### config.mk
export PLATFORM = sky130hd
export DESIGN_NAME = tx_sb_req_resp_ctrl
export DESIGN_NICKNAME = d
export VERILOG_FILES = /design/src/rtl/tx_sb_req_resp_ctrl.sv
export SDC_FILE = /design/constraint.sdc
export NUM_CORES = 1
export LEC_CHECK = 0
export BUFFER_PORTS_ARGS = -buffer_cell sky130_fd_sc_hd__buf_2
export CAP_MARGIN = 15
export CORE_AREA = 10 10 75 77
export CTS_BUF_LIST = sky130_fd_sc_hd__clkbuf_2
export DETAILED_ROUTE_END_ITERATION = 16
export DIE_AREA = 0 0 85 87
export PLACE_DENSITY = 0.54
export SYNTH_ARGS = -nofsm -noshare
export SYNTH_HDL_FRONTEND = slang
export SYNTH_SLANG_ARGS = --single-unit
### constraint.sdc
create_clock -name i_clk -period 2.5 [get_ports i_clk]
set_input_delay 0.125 -clock i_clk [delete_from_list [all_inputs] [get_ports i_clk]]
set_output_delay 0.125 -clock i_clk [all_outputs]
set_load 0.1 [all_outputs]
### src/rtl/tx_sb_req_resp_ctrl.sv
// TX-side sideband REQ/RESP handshake engine for LTSM substates.
// Sends REQ (+info), waits for RESP, with collision deferral and response timeout.
module tx_sb_req_resp_ctrl #(
  parameter int SB_MSG_WIDTH   = 4,
  parameter int INFO_WIDTH     = 3,
  parameter int REQ_CODE       = 1,
  parameter int RESP_CODE      = 2,
  parameter int TIMEOUT_CYCLES = 1024,
  parameter int TMR_WIDTH      = 16
) (
  input  logic                    i_clk,
  input  logic                    i_rst_n,
  input  logic                    i_en,
  input  logic [INFO_WIDTH-1:0]   i_msg_info,
  input  logic                    i_falling_edge_busy,
  input  logic                    i_rx_valid,
  input  logic [SB_MSG_WIDTH-1:0] i_decoded_SB_msg,
  input  logic                    i_rx_msg_valid,
  output logic [SB_MSG_WIDTH-1:0] o_encoded_SB_msg_tx,
  output logic [INFO_WIDTH-1:0]   o_msg_info,
  output logic                    o_valid_tx,
  output logic                    o_done,
  output logic                    o_timeout
);

  typedef enum logic [2:0] {
    S_IDLE, S_WAIT_RX, S_SEND_REQ, S_DONE, S_TIMEOUT
  } state_t;

  state_t               cs, ns;
  logic [TMR_WIDTH-1:0] timer;
  logic                 partner_req, resp, tmr_exp, launch, rx_turn;

  assign partner_req = i_rx_msg_valid && (i_decoded_SB_msg == SB_MSG_WIDTH'(REQ_CODE));
  assign resp        = i_rx_msg_valid && (i_decoded_SB_msg == SB_MSG_WIDTH'(RESP_CODE));
  assign tmr_exp     = (timer == TMR_WIDTH'(TIMEOUT_CYCLES - 1));
  // Partner's answer to its own REQ just left the wire: our turn to send.
  assign rx_turn     = i_falling_edge_busy && i_rx_valid;

  always_ff @(posedge i_clk or negedge i_rst_n) begin
    if (!i_rst_n) cs <= S_IDLE;
    else          cs <= ns;
  end

  // Exit conditions are checked before expiry so a same-cycle RESP/launch wins.
  always_comb begin
    ns = cs;
    if (!i_en) ns = S_IDLE;
    else begin
      case (cs)
        S_IDLE:     ns = partner_req ? S_WAIT_RX : S_SEND_REQ;
        S_WAIT_RX:  if (rx_turn) ns = S_SEND_REQ;
                    else if (tmr_exp) ns = S_TIMEOUT;
        S_SEND_REQ: if (resp) ns = S_DONE;
                    else if (tmr_exp) ns = S_TIMEOUT;
        S_DONE:     ns = S_DONE;
        S_TIMEOUT:  ns = S_TIMEOUT;
        default:    ns = S_IDLE;
      endcase
    end
  end

  assign launch = ((cs == S_IDLE) || (cs == S_WAIT_RX)) && (ns == S_SEND_REQ);

  // Outputs are driven from the next state so they change on the entry edge.
  always_ff @(posedge i_clk or negedge i_rst_n) begin
    if (!i_rst_n) begin
      o_encoded_SB_msg_tx <= '0;
      o_msg_info          <= '0;
      o_valid_tx          <= 1'b0;
      o_done              <= 1'b0;
      o_timeout           <= 1'b0;
    end else begin
      case (ns)
        S_IDLE: begin
          o_encoded_SB_msg_tx <= '0;
          o_msg_info          <= '0;
          o_valid_tx          <= 1'b0;
          o_done              <= 1'b0;
          o_timeout           <= 1'b0;
        end
        S_SEND_REQ: begin
          if (launch) begin
            o_encoded_SB_msg_tx <= SB_MSG_WIDTH'(REQ_CODE);
            o_msg_info          <= i_msg_info;
            o_valid_tx          <= 1'b1;
          end else if (i_falling_edge_busy && !i_rx_valid) begin
            o_valid_tx <= 1'b0;
          end
        end
        S_DONE: begin
          o_valid_tx <= 1'b0;
          o_done     <= 1'b1;
          o_timeout  <= 1'b0;
        end
        S_TIMEOUT: begin
          o_valid_tx <= 1'b0;
          o_done     <= 1'b0;
          o_timeout  <= 1'b1;
        end
        default: ;
      endcase
    end
  end

  // Runs across WAIT_RX and SEND_REQ without restarting; frozen in DONE/TIMEOUT.
  always_ff @(posedge i_clk or negedge i_rst_n) begin
    if (!i_rst_n)                                  timer <= '0;
    else if (!i_en || cs == S_IDLE)                timer <= '0;
    else if ((cs == S_WAIT_RX || cs == S_SEND_REQ) && timer != '1)
                                                   timer <= timer + 1'b1;
  end

endmodule

# Word-level counts from Yosys, hierarchy flattened
# Cells that the tools add are included.
# W data, S select, Z words.
[totals] register_bits=29 latchBits=0 mem_bits_rw=0 mem_bits_ro=0 output_inout_bits=10 memories=0
[op_classes] add_sub_neg=1 n_mul=0 n_div=0 n_lt_le_gt_ge=0 eq_ne=13 shifts=0 n_mux=17 n_bitwise=0 reduce_logical=23
[ops] operator="$mux W16" count=2
[ops] operator="$add A16 B1 Y16 const B" count=1
[ops] operator="$eq A16 B10 Y1 const B" count=1
[ops] operator="$ne A16 B16 Y1 const B" count=1
[ops] operator="$mux W3" count=5
[ops] operator="$pmux W3 S5" count=1
[ops] operator="$eq A3 B2 Y1 const B" count=4
[ops] operator="$reduce_bool A2 Y1" count=5
[ops] operator="$pmux W4 S2" count=1
[ops] operator="$eq A3 B3 Y1 const B" count=2
[ops] operator="$logic_and A1 B1 Y1" count=6
[ops] operator="$logic_not A3 Y1" count=2
[ops] operator="$pmux W1 S2" count=3
[ops] operator="$pmux W3 S2" count=1
[ops] operator="$eq A4 B1 Y1 const B" count=1
[ops] operator="$eq A4 B2 Y1 const B" count=1
[ops] operator="$mux W4" count=1
[ops] operator="$reduce_and A2 Y1" count=2
[ops] operator="$reduce_or A2 Y1" count=2
[ops] operator="$eq A3 B1 Y1 const B" count=1
[ops] operator="$logic_or A1 B1 Y1" count=3
[ops] operator="$ne A3 B2 Y1 const B" count=1
[ops] operator="$reduce_or A3 Y1" count=1
[ops] operator="$logic_not A1 Y1" count=2
[ops] operator="3 further kinds" count=4

# Logic depth before layout (Yosys ltp)
# Gate-level depths: netlist (run 1).
[depth] word_depth=9 depth_mapped=7

# Worst setup path after synthesis (run 1)
# OpenSTA, ideal clock, no wires.
[synth_path] path_type="register to register" startpoint="register timer[12]" endpoint="register o_valid_tx" setup_ns=0.120 t_arrival_ns=1.946 slack_ns=0.434 stages_incl_launch_ff=6 n_path_buf=0 period_less_slack_ns=2.066 cell_sequence="dfrtp_1 or4_1 or4_4 o22ai_2 and3b_1 a31o_1"
[synth_via] elab_chain_cells=9
[synth_rtl] item="start: declaration" line_no="31" source="logic [TMR_WIDTH-1:0] timer;"
[synth_rtl] item="start signal: assignment" line_no="111" source="timer <= timer + 1'b1;"
[synth_rtl] item="$eq A16 B10 Y1 (*)" line_no="36" source="assign tmr_exp = (timer == TMR_WIDTH'(TIMEOUT_CYCLES - 1));"
[synth_rtl] item="$mux W3 (*)" line_no="53, 55"
[synth_rtl] item="$mux W3, on equally long branches" line_no="54, 52"
[synth_rtl] item="$pmux W3 S5 (*)" line_no="50" source="case (cs)"
[synth_rtl] item="$mux W3 (*)" line_no="48" source="if (!i_en) ns = S_IDLE;"
[synth_rtl] item="$eq A3 B2 Y1 (tied with other cells)" line_no="63, 74"
[synth_rtl] item="$logic_and A1 B1 Y1 or $reduce_or A3 Y1 (tied branches)"
[synth_rtl] item="$mux W1 (tied with other cells)" line_no="83" source="if (launch) begin"
[synth_rtl] item="$pmux W1 S2 or $reduce_and A2 Y1 (tied branches)"
[synth_rtl] item="end signal: assignment" line_no="78" source="o_valid_tx <= 1'b0;"
[synth_rtl] item="end signal: assignment" line_no="86" source="o_valid_tx <= 1'b1;"
[synth_rtl] item="end signal: assignment" line_no="88" source="o_valid_tx <= 1'b0;"
[synth_rtl] item="end: declaration" line_no="21" source="output logic o_valid_tx,"
# Every way passes the cells marked *; elsewhere a longest branch is shown, timed or not.
# A chain may end at the register's enable or synchronous reset.

# Final worst setup path (run 1)
# Same ends and word-level chain as after synthesis.

==> impl_results.md, run 1 <==
* Clock Pin Slew Worst Setup and Hold Paths at 0.24 ns
* Worst path cell trace: or4_1 > or4_4 > o22ai_2 > and3b_1 > a31o_1
* Area of the multi-input gates at 703 µm²
* Pins Over Slew Limit at 0
* Number of DRC markers in iteration 0 at 46
* Cells after synthesis at 153
* PD cells at between 400 and 500 nW/µm²
* Resized Gates After CTS at 0
* Vias after detailed routing at 1156
* Syn Area/Cell at 9.25 µm²
* Fillers at 417
* # setup viols final at 0
* CTS buffer count at 3
* RePlAce Congestion at 0.836
* Max Cap Violations at 0
* Area growth from synthesis to layout at 13.3%
* Most used DFF post-synth: dfrtp_1
* Starting Density at 0.334
* Status: finished, final reports clean
* Seq/Total Area, Yosys at 0.460
* Placed cell areas at roughly 1500 µm²
* Pin count of the biggest net entering global routing at 27
* Wl on met1 at approximately 1400 µm
* TritonRoute pass-1 iters at 4
* Post-Layout Cell Count at 227
* Antenna violations before repair at 0
* Root buf cell: clkbuf_2
* Cell area after layout at ~1600 µm²
* Most frequent cells in the layout: dfrtp_1, nor2_1, buf_2, nand2_1
* Period utilization at 0.876
* Final hold violation count at 0
* RSZ-0062 raised after global routing: no
* Critical Path RT at 2.77 ns
* Gr ovfl total at 0
* Routed vias/inst at 5.09
* Post-synth EDFFs at 0
* Port bufs at 19
* Synth Cell Area at 1420 µm²
* Routed len/inst at 13.4 µm
* DR WL met2 at 1470 µm
* Max Clock Freq at between 400 and 500 MHz
* Leak at 0.723 nW
* Overall Global Routing Usage at 0.0841
* TritonCTS clock tree: done
* Synth warn at 0
* Placed insts at roughly 220
* DP HPWL at 2280 µm
* Place WS at 0.341 ns
* Critical path data arrival time at 2.46 ns
* Final nets at 190
* Fin Setup TNS at 0 ns
* R2r setup slk at a little over 0.3 ns
* VDD IR-drop max at roughly 150 µV
* Critical path capture point type: register
* Most common cell after layout, fill and taps aside: dfrtp_1
* Final ANT Viol Nets at 0
* Die Area at ~7400 µm²
* Top sig layer: met4
* Vias in the first global route at 1165
* Max stage delay cell, worst path: or4_1
* Post-synth ARST share at 1.00
* Final wirelength at ~3100 µm
* Htree depth at 1
* Fin Clk Skew at 0.00602 ns
* Chip height at between 80 and 90 µm
* Worst setup SP type: register
* Worst-path maximum fanout at 5
* Diodes inserted at 0
* Register cell area after layout at between 600 and 700 µm²
* Worst rel slew slack at 0.556
* Crit path kind: register to register
* Worst hold path type: primary input to register
* Cell variety after synth at 39
* DRC viols at 0
* Metal3 WL at 190 µm
* Share of layout cells above drive strength 1 at 0.160
* I/O Pins at 23
* Die Width at 85 µm
* Max Buffers Root-to-Sink at 2
* Core Region at roughly 4200 µm²
* Worst setup margin at between 0.3 and 0.4 ns
* First-pass GRT wire length at 5330 µm
* Worst-Margin Slew at 0.660 ns
* Clock latency on the worst-skew pair at approximately 0.34 ns
* Max stage delay on crit path at 0.54 ns
* Row cnt at 24
* Synth Register Bits at 26
* Final Util at 0.379
* Clock Sinks at 26
* Period minus WS final at around 2.2 ns
-- through the flow --
stage / total power, mW / hold WS (ns)
6_report: 0.777 / 0.0934
5_1_grt: 0.816 / 0.0841
4_1_cts: 0.788 / 0.0782
3_5_place_dp: 0.623 / 0.172
3_3_place_gp: 0.621 / 0.160
2_1_floorplan: 0.587 / -0.171
-- final cells by class --
class                   count  area share
clock buffers               3     0.00937
clock inverters             1     0.00234
inverters                   6      0.0141
multi-input cells         115       0.439
flip-flops and latches     26       0.406
well taps                  52      0.0406
repair buffers             24      0.0890
-- what timing repair did --
| item | 4_1_cts | 5_1_grt |
|---|---|---|
| buffers inserted | 0 | 0 |
| hold buffers | 4 | 0 |
| hold endpoints to repair | 29 | 0 |
-- cells by family (layout without fill, tap and decap cells) --
family,Yosys count,count (layout),synth area share
and+or+nand+nor,73,73,0.275
DFF,26,26,0.460
adders and majority gates,1,1,0.00884
buffers and inverters,14,34,0.0486
xor gates and xnor gates,12,12,0.0743
other,1,3,0.00265
AOI/OAI and AO/OA,23,23,0.110
muxes,3,3,0.0212
-- cells in the mapped netlist, drive strengths merged, types with 4 or more instances --
cell | instances | area share
nor2 | 21 | 0.056
buf | 5 | 0.025
dfrtp | 26 | 0.46
a21oi | 8 | 0.028
nand4 | 7 | 0.031
or4 | 5 | 0.029
o21ai | 4 | 0.014
nand3 | 11 | 0.039
inv | 6 | 0.016
xor2 | 11 | 0.068
nand2 | 12 | 0.032
-- path summary, 6_finish.rpt --
| path | depth (start not counted) | from | endpoint |
|---|---|---|---|
| max | 5 | timer[12]$_DFFE_PN0P_ | o_valid_tx$_DFFE_PN0P_ |
| min | 3 | i_en | cs[1]$_DFF_PN0_ |
| max reg2reg | 5 | timer[12]$_DFFE_PN0P_ | o_valid_tx$_DFFE_PN0P_ |
| min reg2reg | 2 | o_encoded_SB_msg_tx[0]$_DFFE_PN0P_ | o_encoded_SB_msg_tx[0]$_DFFE_PN0P_ |
| max in group asynchronous | 2 | i_rst_n | timer[0]$_DFFE_PN0P_ |
| min in group asynchronous | 2 | i_rst_n | timer[7]$_DFFE_PN0P_ |
-- critical path: cells and delay by family, from the launching register on --
| family | cells | cell delay, ns |
|---|---|---|
| and+or+nand+nor | 3 | 1.25 |
| DFF | 1 | 0.48 |
| AOI/OAI and AO/OA | 2 | 0.39 |
-- report_power, final --
| group | switching, mW | leakage [nW] | internal, mW | total (mW) |
|---|---|---|---|---|
| sequential | 0.0127 | 0.355 | 0.434 | 0.446 |
| combinational | 0.130 | 0.355 | 0.0431 | 0.173 |
| clock | 0.123 | 0.0140 | 0.0348 | 0.158 |
| total | 0.266 | 0.723 | 0.512 | 0.777 |
-- per-layer routing --
metal / up-vias / global-route usage
li1: 579 / -
met4: 0 / 0.0135
met3: 2 / 0.0300
met5: - / 0
met2: 22 / 0.141
met1: 553 / 0.102
-- flip-flops by register name, indices dropped and copies added (netlist names) --
register and cells:
o_valid_tx 1, o_timeout 1, timer 16, o_encoded_SB_msg_tx 1, cs 3, o_msg_info 3
o_done 1
No activity file was read; power rests on OpenSTA's default activity.
==> inputs of run 2 (changes only) <==
Settings changed: CORE_AREA 10 10 75 77 to 10 10 65 89, DIE_AREA 0 0 85 87 to 0 0 75 99, PLACE_DENSITY 0.54 to 0.53.
Clock period 2.5 ns to 2.4 ns, I/O delays scaled along.
==> run 2 against run 1 <==
Net effect:
- via count up 0.35%
- sequential power up 4%
- routed wire length up 0.59%
- final cell count down 2.6%
- combinational power up 6%
- worst setup slack worse by 0.072 ns
- maximum frequency up 1.3%
- non-clock buffer count up 1
- sequential share of layout area down 0.62 points
- design area up 1.6%
- count of clock-buffer cells in the layout unchanged
- hold slack worse by 0.038 ns
- highest routed layer unchanged
==> impl_results.md, run 2 (synthesis results as in run 1) <==
* Clock Pin Slew Worst Setup and Hold Paths at 0.24 ns (about the same)
* WHS Endpoint: cs[1]$_DFF_PN0_ (unchanged)
* Worst path cell trace: or4_1 > or4_4 > o22ai_2 > and3b_1 > a31o_1 (unchanged)
* Most common cell after layout, fill and taps aside: dfrtp_1 (unchanged)
* Worst setup SP type: register (unchanged)
* Reg2Reg Depth at 5 (unchanged)
* Fin Clk Skew at 0.00535 ns (was 0.00602 ns)
* Cell area after layout at 1630 µm² (was 1600 µm²)
* Resized Gates After CTS at 0 (unchanged)
* Power share of the combinational group at 0.198 (was 0.223)
* DRC viols at 0 (unchanged)
* Period minus WS final at 2.16 ns (was 2.19 ns)
* Net Sw Power at 0.283 mW (was 0.266 mW)
* Vias after detailed routing at 1160 (was 1156)
* Pins Over Slew Limit at 0 (unchanged)
* Crit path kind: register to register (unchanged)
* Final nets at 191 (was 190)
* Max reg flops at 16 (unchanged)
* # setup viols final at 0 (unchanged)
* Post-Layout Cell Count at 221 (was 227)
* HP Start: i_en (unchanged)
* Leak at 0.741 nW (was 0.723 nW)
* Core Region at 4170 µm² (was 4230 µm²)
* Share of layout cells above drive strength 1 at 0.170 (was 0.160)
* Vias in the first global route at 1152 (was 1165)
* Wl on met1 at 1290 µm (was 1380 µm)
* FF-to-FF End: o_valid_tx$_DFFE_PN0P_ (unchanged)
* Pin count of the biggest net entering global routing at 27 (unchanged)
* Most frequent cells in the layout: dfrtp_1, nor2_1, buf_2, nand2_1 (unchanged)
* Die Area at 7430 µm² (was 7400 µm²)
* Placed insts at 213 (was 219)
* Diodes inserted at 0 (unchanged)
* Max Clock Freq at 462 MHz (was 457 MHz)
* I/O Pins at 23 (unchanged)
* Total Power at 0.926 mW (was 0.777 mW)
* RSZ-0062 raised after global routing: no (unchanged)
* Period utilization at 0.901 (was 0.876)
* Clock Sinks at 26 (unchanged)
* Hold Crit Depth at 3 (unchanged)
* Worst-Margin Slew at 0.682 ns (was 0.660 ns)
* Max stage delay cell, worst path: or4_1 (unchanged)
* CTS buffer count at 3 (unchanged)
* Port bufs at 19 (unchanged)
* CP startpoint: timer[12]$_DFFE_PN0P_ (unchanged)
* Cts hold-fix bufs at 4 (unchanged)
* Number of DRC markers in iteration 0 at 37 (was 46)
* Die Width at 75 µm (was 85 µm)
* DP HPWL at 2350 µm (was 2280 µm)
* Top sig layer: met4 (unchanged)
* Overall Global Routing Usage at 0.0869 (was 0.0841)
* Biggest register: timer (unchanged)
* TritonCTS clock tree: done (unchanged)
* Row cnt at 28 (was 24)
* P_int at 0.643 mW (was 0.512 mW)
* Clock share of power at 0.300 (was 0.203)
* Area growth from synthesis to layout at 15.0% (was 13.3%)
* Metal3 WL at 140 µm (was 190 µm)
* Critical path capture point type: register (unchanged)
* Root buf cell: clkbuf_2 (unchanged)
* PD cells at 569 nW/µm² (was 485 nW/µm²)
* Final hold violation count at 0 (unchanged)
* Final Util at 0.390 (was 0.379)
* RePlAce Congestion at 0.799 (was 0.836)
* Worst rel slew slack at 0.541 (was 0.556)
* Routed vias/inst at 5.25 (was 5.09)
* Clock latency on the worst-skew pair at 0.36 ns (was 0.34 ns)
* Gr ovfl total at 0 (unchanged)
* Htree depth at 1 (unchanged)
* R2r setup slk at 0.24 ns (was 0.31 ns)
* Starting Density at 0.339 (was 0.334)
* R2R Path Start: timer[12]$_DFFE_PN0P_ (unchanged)
* Final ANT Viol Nets at 0 (unchanged)
* Routed len/inst at 13.9 µm (was 13.4 µm)
* Critical path data arrival time at 2.45 ns (was 2.46 ns)
* Final wirelength at 3070 µm (was 3050 µm)
* Max stage delay on crit path at 0.53 ns (was 0.54 ns)
* Fin Setup TNS at 0 ns (unchanged)
* Max Buffers Root-to-Sink at 2 (unchanged)
* VDD IR-drop max at 173 µV (was 149 µV)
* Status: finished, final reports clean (unchanged)
* Max Cap Violations at 0 (unchanged)
* DR WL met2 at 1580 µm (was 1470 µm)
* Switching Share at 0.305 (was 0.342)
* Worst-path maximum fanout at 5 (unchanged)
* Critical Path RT at 2.69 ns (was 2.77 ns)
* TritonRoute pass-1 iters at 4 (unchanged)
* Postcts setup bufs at 0 (unchanged)
* Chip height at 99 µm (was 87 µm)
* First-pass GRT wire length at 5200 µm (was 5330 µm)
* Biggest regs: timer: 16 flops, cs: 3 flops, o_msg_info: 3 flops (unchanged)
* Antenna violations before repair at 0 (unchanged)
* Power share of the sequential group at 0.502 (was 0.574)
* Placed cell areas at 1540 µm² (about the same)
* Worst hold path type: primary input to register (unchanged)
-- run 2: power groups by stage --
stage	Sequential [mW]	Clock (mW)	Combinational [mW]
detailed placement	0.473	0	0.180
global route	0.468	0.302	0.200
finish	0.465	0.278	0.183
CTS	0.466	0.286	0.186
global placement	0.472	0	0.179
floorplan	0.524	0	0.0868
-- run 2: worst max path at each step --
stage / to / slack, ns
after floorplan: o_valid_tx$_DFFE_PN0P_ / 0.33
after global placement: o_valid_tx$_DFFE_PN0P_ / 0.29
after detailed placement: o_valid_tx$_DFFE_PN0P_ / 0.26
after CTS: o_valid_tx$_DFFE_PN0P_ / 0.23
after global routing: timer[13]$_DFFE_PN0P_ / 0.04
final: o_valid_tx$_DFFE_PN0P_ / 0.24
-- run 2: metrics by stage --
step                hold slack, ns  worst slack (ns)
floorplan                   -0.176             0.334
global placement             0.148             0.293
detailed placement           0.149             0.263
CTS                         0.0493             0.234
global route                0.0400            0.0356
finish                      0.0555             0.238
-- run 2: layout make-up --
type	count	area, µm²
Fill cell	429	2540
Multi-Input combinational cell	115	703
Sequential cell	26	651
Timing Repair Buffer	25	150
Tap cell	45	56.3
Clock inverter	1	30.0
Inverter	6	22.5
Clock buffer	3	15.0
-- run 2: layer usage --
layer	vias up	global-route usage
met3	7	0.0201
met4	0	0.0395
met1	549	0.0986
li1	584	-
met5	-	0
met2	20	0.147
-- run 2: critical path: cells and delay by family, from the launching register on --
kind	cells	cell delay, ns
DFF	1	0.48
AOI/OAI and AO/OA	2	0.38
and+or+nand+nor	3	1.24
==> inputs of run 3 (changes only) <==
Settings changed: PLACE_DENSITY 0.53 to unset, PLACE_DENSITY_LB_ADDON set to 0.05.
==> run 3 against run 2 <==
Net effect:
- hold slack improved by 0.0093 ns
- count of clock-buffer cells in the layout did not move
- combinational power rose by 4%
- core utilization rose by 0.18 points
- critical endpoint unchanged
- largest cell class unchanged
- critical path type unchanged
- die area did not move
- via count barely moved
- design area rose by 0.46%
==> impl_results.md, run 3 (synthesis results as in run 1) <==
* Number of DRC markers in iteration 0 at 43 (was 37)
* Biggest register: timer (unchanged)
* Critical Path RT at 2.69 ns (about the same)
* Routed len/inst at 14.4 µm (was 13.9 µm)
* DP HPWL at 2430 µm (was 2350 µm)
* Placed insts at 214 (was 213)
* Most common cell after layout, fill and taps aside: dfrtp_1 (unchanged)
* Pins Over Slew Limit at 0 (unchanged)
* Switching Share at 0.307 (was 0.305)
* Area growth from synthesis to layout at 15.6% (was 15.0%)
* Power share of the combinational group at 0.205 (was 0.198)
* Resized Gates After CTS at 0 (unchanged)
* Vias in the first global route at 1127 (was 1152)
* Leak at 0.746 nW (was 0.741 nW)
* Max Buffers Root-to-Sink at 2 (unchanged)
* Pin count of the biggest net entering global routing at 27 (unchanged)
* Final Util at 0.392 (was 0.390)
* TritonCTS clock tree: done (unchanged)
* Fillers at 414 (was 429)
* Core Region at 4170 µm² (unchanged)
* RSZ-0062 raised after global routing: no (unchanged)
* Clock share of power at 0.298 (was 0.300)
* Worst-path maximum fanout at 5 (unchanged)
* Worst-Margin Slew at 0.633 ns (was 0.682 ns)
* Register cell area after layout at 651 µm² (unchanged)
* I/O Pins at 23 (unchanged)
* # setup viols final at 0 (unchanged)
* Starting Density at 0.339 (unchanged)
* TritonRoute pass-1 iters at 4 (unchanged)
* Max reg flops at 16 (unchanged)
* Diodes inserted at 0 (unchanged)
* Most frequent cells in the layout: dfrtp_1, nor2_1, buf_2, nand2_1 (unchanged)
* Fin Setup TNS at 0 ns (unchanged)
* Biggest regs: timer: 16 flops, cs: 3 flops, o_msg_info: 3 flops (unchanged)
* Die Area at 7430 µm² (unchanged)
* Final nets at 192 (was 191)
* CTS buffer count at 3 (unchanged)
* RePlAce Congestion at 0.822 (was 0.799)
* Worst setup SP type: register (unchanged)
* Critical path capture point type: register (unchanged)
* Clock Sinks at 26 (unchanged)
* Fin Clk Skew at 0.00421 ns (was 0.00535 ns)
* P_int at 0.645 mW (was 0.643 mW)
* Final ANT Viol Nets at 0 (unchanged)
* Area of the multi-input gates at 703 µm² (unchanged)
* Vias after detailed routing at 1161 (was 1160)
* Status: finished, final reports clean (unchanged)
* Worst rel slew slack at 0.574 (was 0.541)
* Max Clock Freq at 463 MHz (was 462 MHz)
* Period utilization at 0.901 (about the same)
* Max Cap Violations at 0 (unchanged)
* Clock Pin Slew Worst Setup and Hold Paths at 0.25 ns (was 0.24 ns)
* Worst hold margin at 0.0649 ns (was 0.0555 ns)
* VDD IR-drop max at 188 µV (was 173 µV)
* Htree depth at 1 (unchanged)
* Routed vias/inst at 5.23 (was 5.25)
* Gr ovfl total at 0 (unchanged)
* Final wirelength at 3200 µm (was 3070 µm)
* First-pass GRT wire length at 5280 µm (was 5200 µm)
* Overall Global Routing Usage at 0.0892 (was 0.0869)
* Final hold violation count at 0 (unchanged)
* Chip height at 99 µm (unchanged)
* PD cells at 569 nW/µm² (about the same)
* DRC viols at 0 (unchanged)
* Die Width at 75 µm (unchanged)
* Net Sw Power at 0.285 mW (was 0.283 mW)
* Root buf cell: clkbuf_2 (unchanged)
* Worst hold path type: primary input to register (unchanged)
* Share of layout cells above drive strength 1 at 0.175 (was 0.170)
* Critical path data arrival time at 2.45 ns (about the same)
* Antenna violations before repair at 0 (unchanged)
* Clock latency on the worst-skew pair at 0.35 ns (was 0.36 ns)
* Post-Layout Cell Count at 222 (was 221)
* Crit path kind: register to register (unchanged)
* Row cnt at 28 (unchanged)
* Port bufs at 19 (unchanged)
* Power share of the sequential group at 0.497 (was 0.502)
* Period minus WS final at 2.16 ns (about the same)
==> run 3: repair_timing <==
action,4_1_cts,5_1_grt
buffers inserted,0,0
endpoints found under the hold margin,29,0
hold buffers,4,0
==> run 3: power groups by stage <==
| stage | sequential [mW] | combinational (mW) | clock, mW |
|---|---|---|---|
| final | 0.462 | 0.191 | 0.277 |
| after global routing | 0.465 | 0.206 | 0.304 |
| after CTS | 0.463 | 0.193 | 0.292 |
| after detailed placement | 0.470 | 0.187 | 0 |
| after global placement | 0.469 | 0.186 | 0 |
| after floorplan | 0.524 | 0.0868 | 0 |
==> run 3: per-stage QoR <==
step	total power [mW]	setup WS, ns	cell area (µm²)
2_1_floorplan	0.611	0.334	1420
3_3_place_gp	0.656	0.299	1550
3_5_place_dp	0.657	0.264	1550
4_1_cts	0.948	0.234	1640
5_1_grt	0.975	0.100	1640
6_report	0.930	0.238	1640
==> run 3: final cells by class <==
cell class,instances,area share
clock buffer,3,0.00918
timing repair buffer,26,0.0964
sequential,26,0.398
clock inverter,1,0.0184
tap,45,0.0344
multi-input combinational,115,0.430
inverter,6,0.0138
==> run 3: critical path: stages, from the launching register on <==
cell and delay [ns]:
dfrtp_1 0.48, or4_1 0.53, or4_4 0.51, o22ai_2 0.21
and3b_1 0.19, a31o_1 0.17
==> run 3: path summary, 6_finish.rpt <==
check | startpoint | endpoint | slack (ns) | cells past startpoint
min | i_en | cs[1]$_DFF_PN0_ | 0.06 | 3
max in group asynchronous | i_rst_n | cs[2]$_DFF_PN0_ | 1.77 | 2
min in group asynchronous | i_rst_n | cs[0]$_DFF_PN0_ | 0.25 | 2
min reg2reg | o_encoded_SB_msg_tx[0]$_DFFE_PN0P_ | o_encoded_SB_msg_tx[0]$_DFFE_PN0P_ | 0.53 | 2
max | timer[12]$_DFFE_PN0P_ | o_valid_tx$_DFFE_PN0P_ | 0.24 | 5
max reg2reg | timer[12]$_DFFE_PN0P_ | o_valid_tx$_DFFE_PN0P_ | 0.24 | 5
==> run 3: layer usage <==
metal / track usage / share of wire
met5: 0 / 0
met4: 0.0395 / 0.012
met3: 0.0191 / 0.059
met2: 0.155 / 0.52
met1: 0.0989 / 0.41
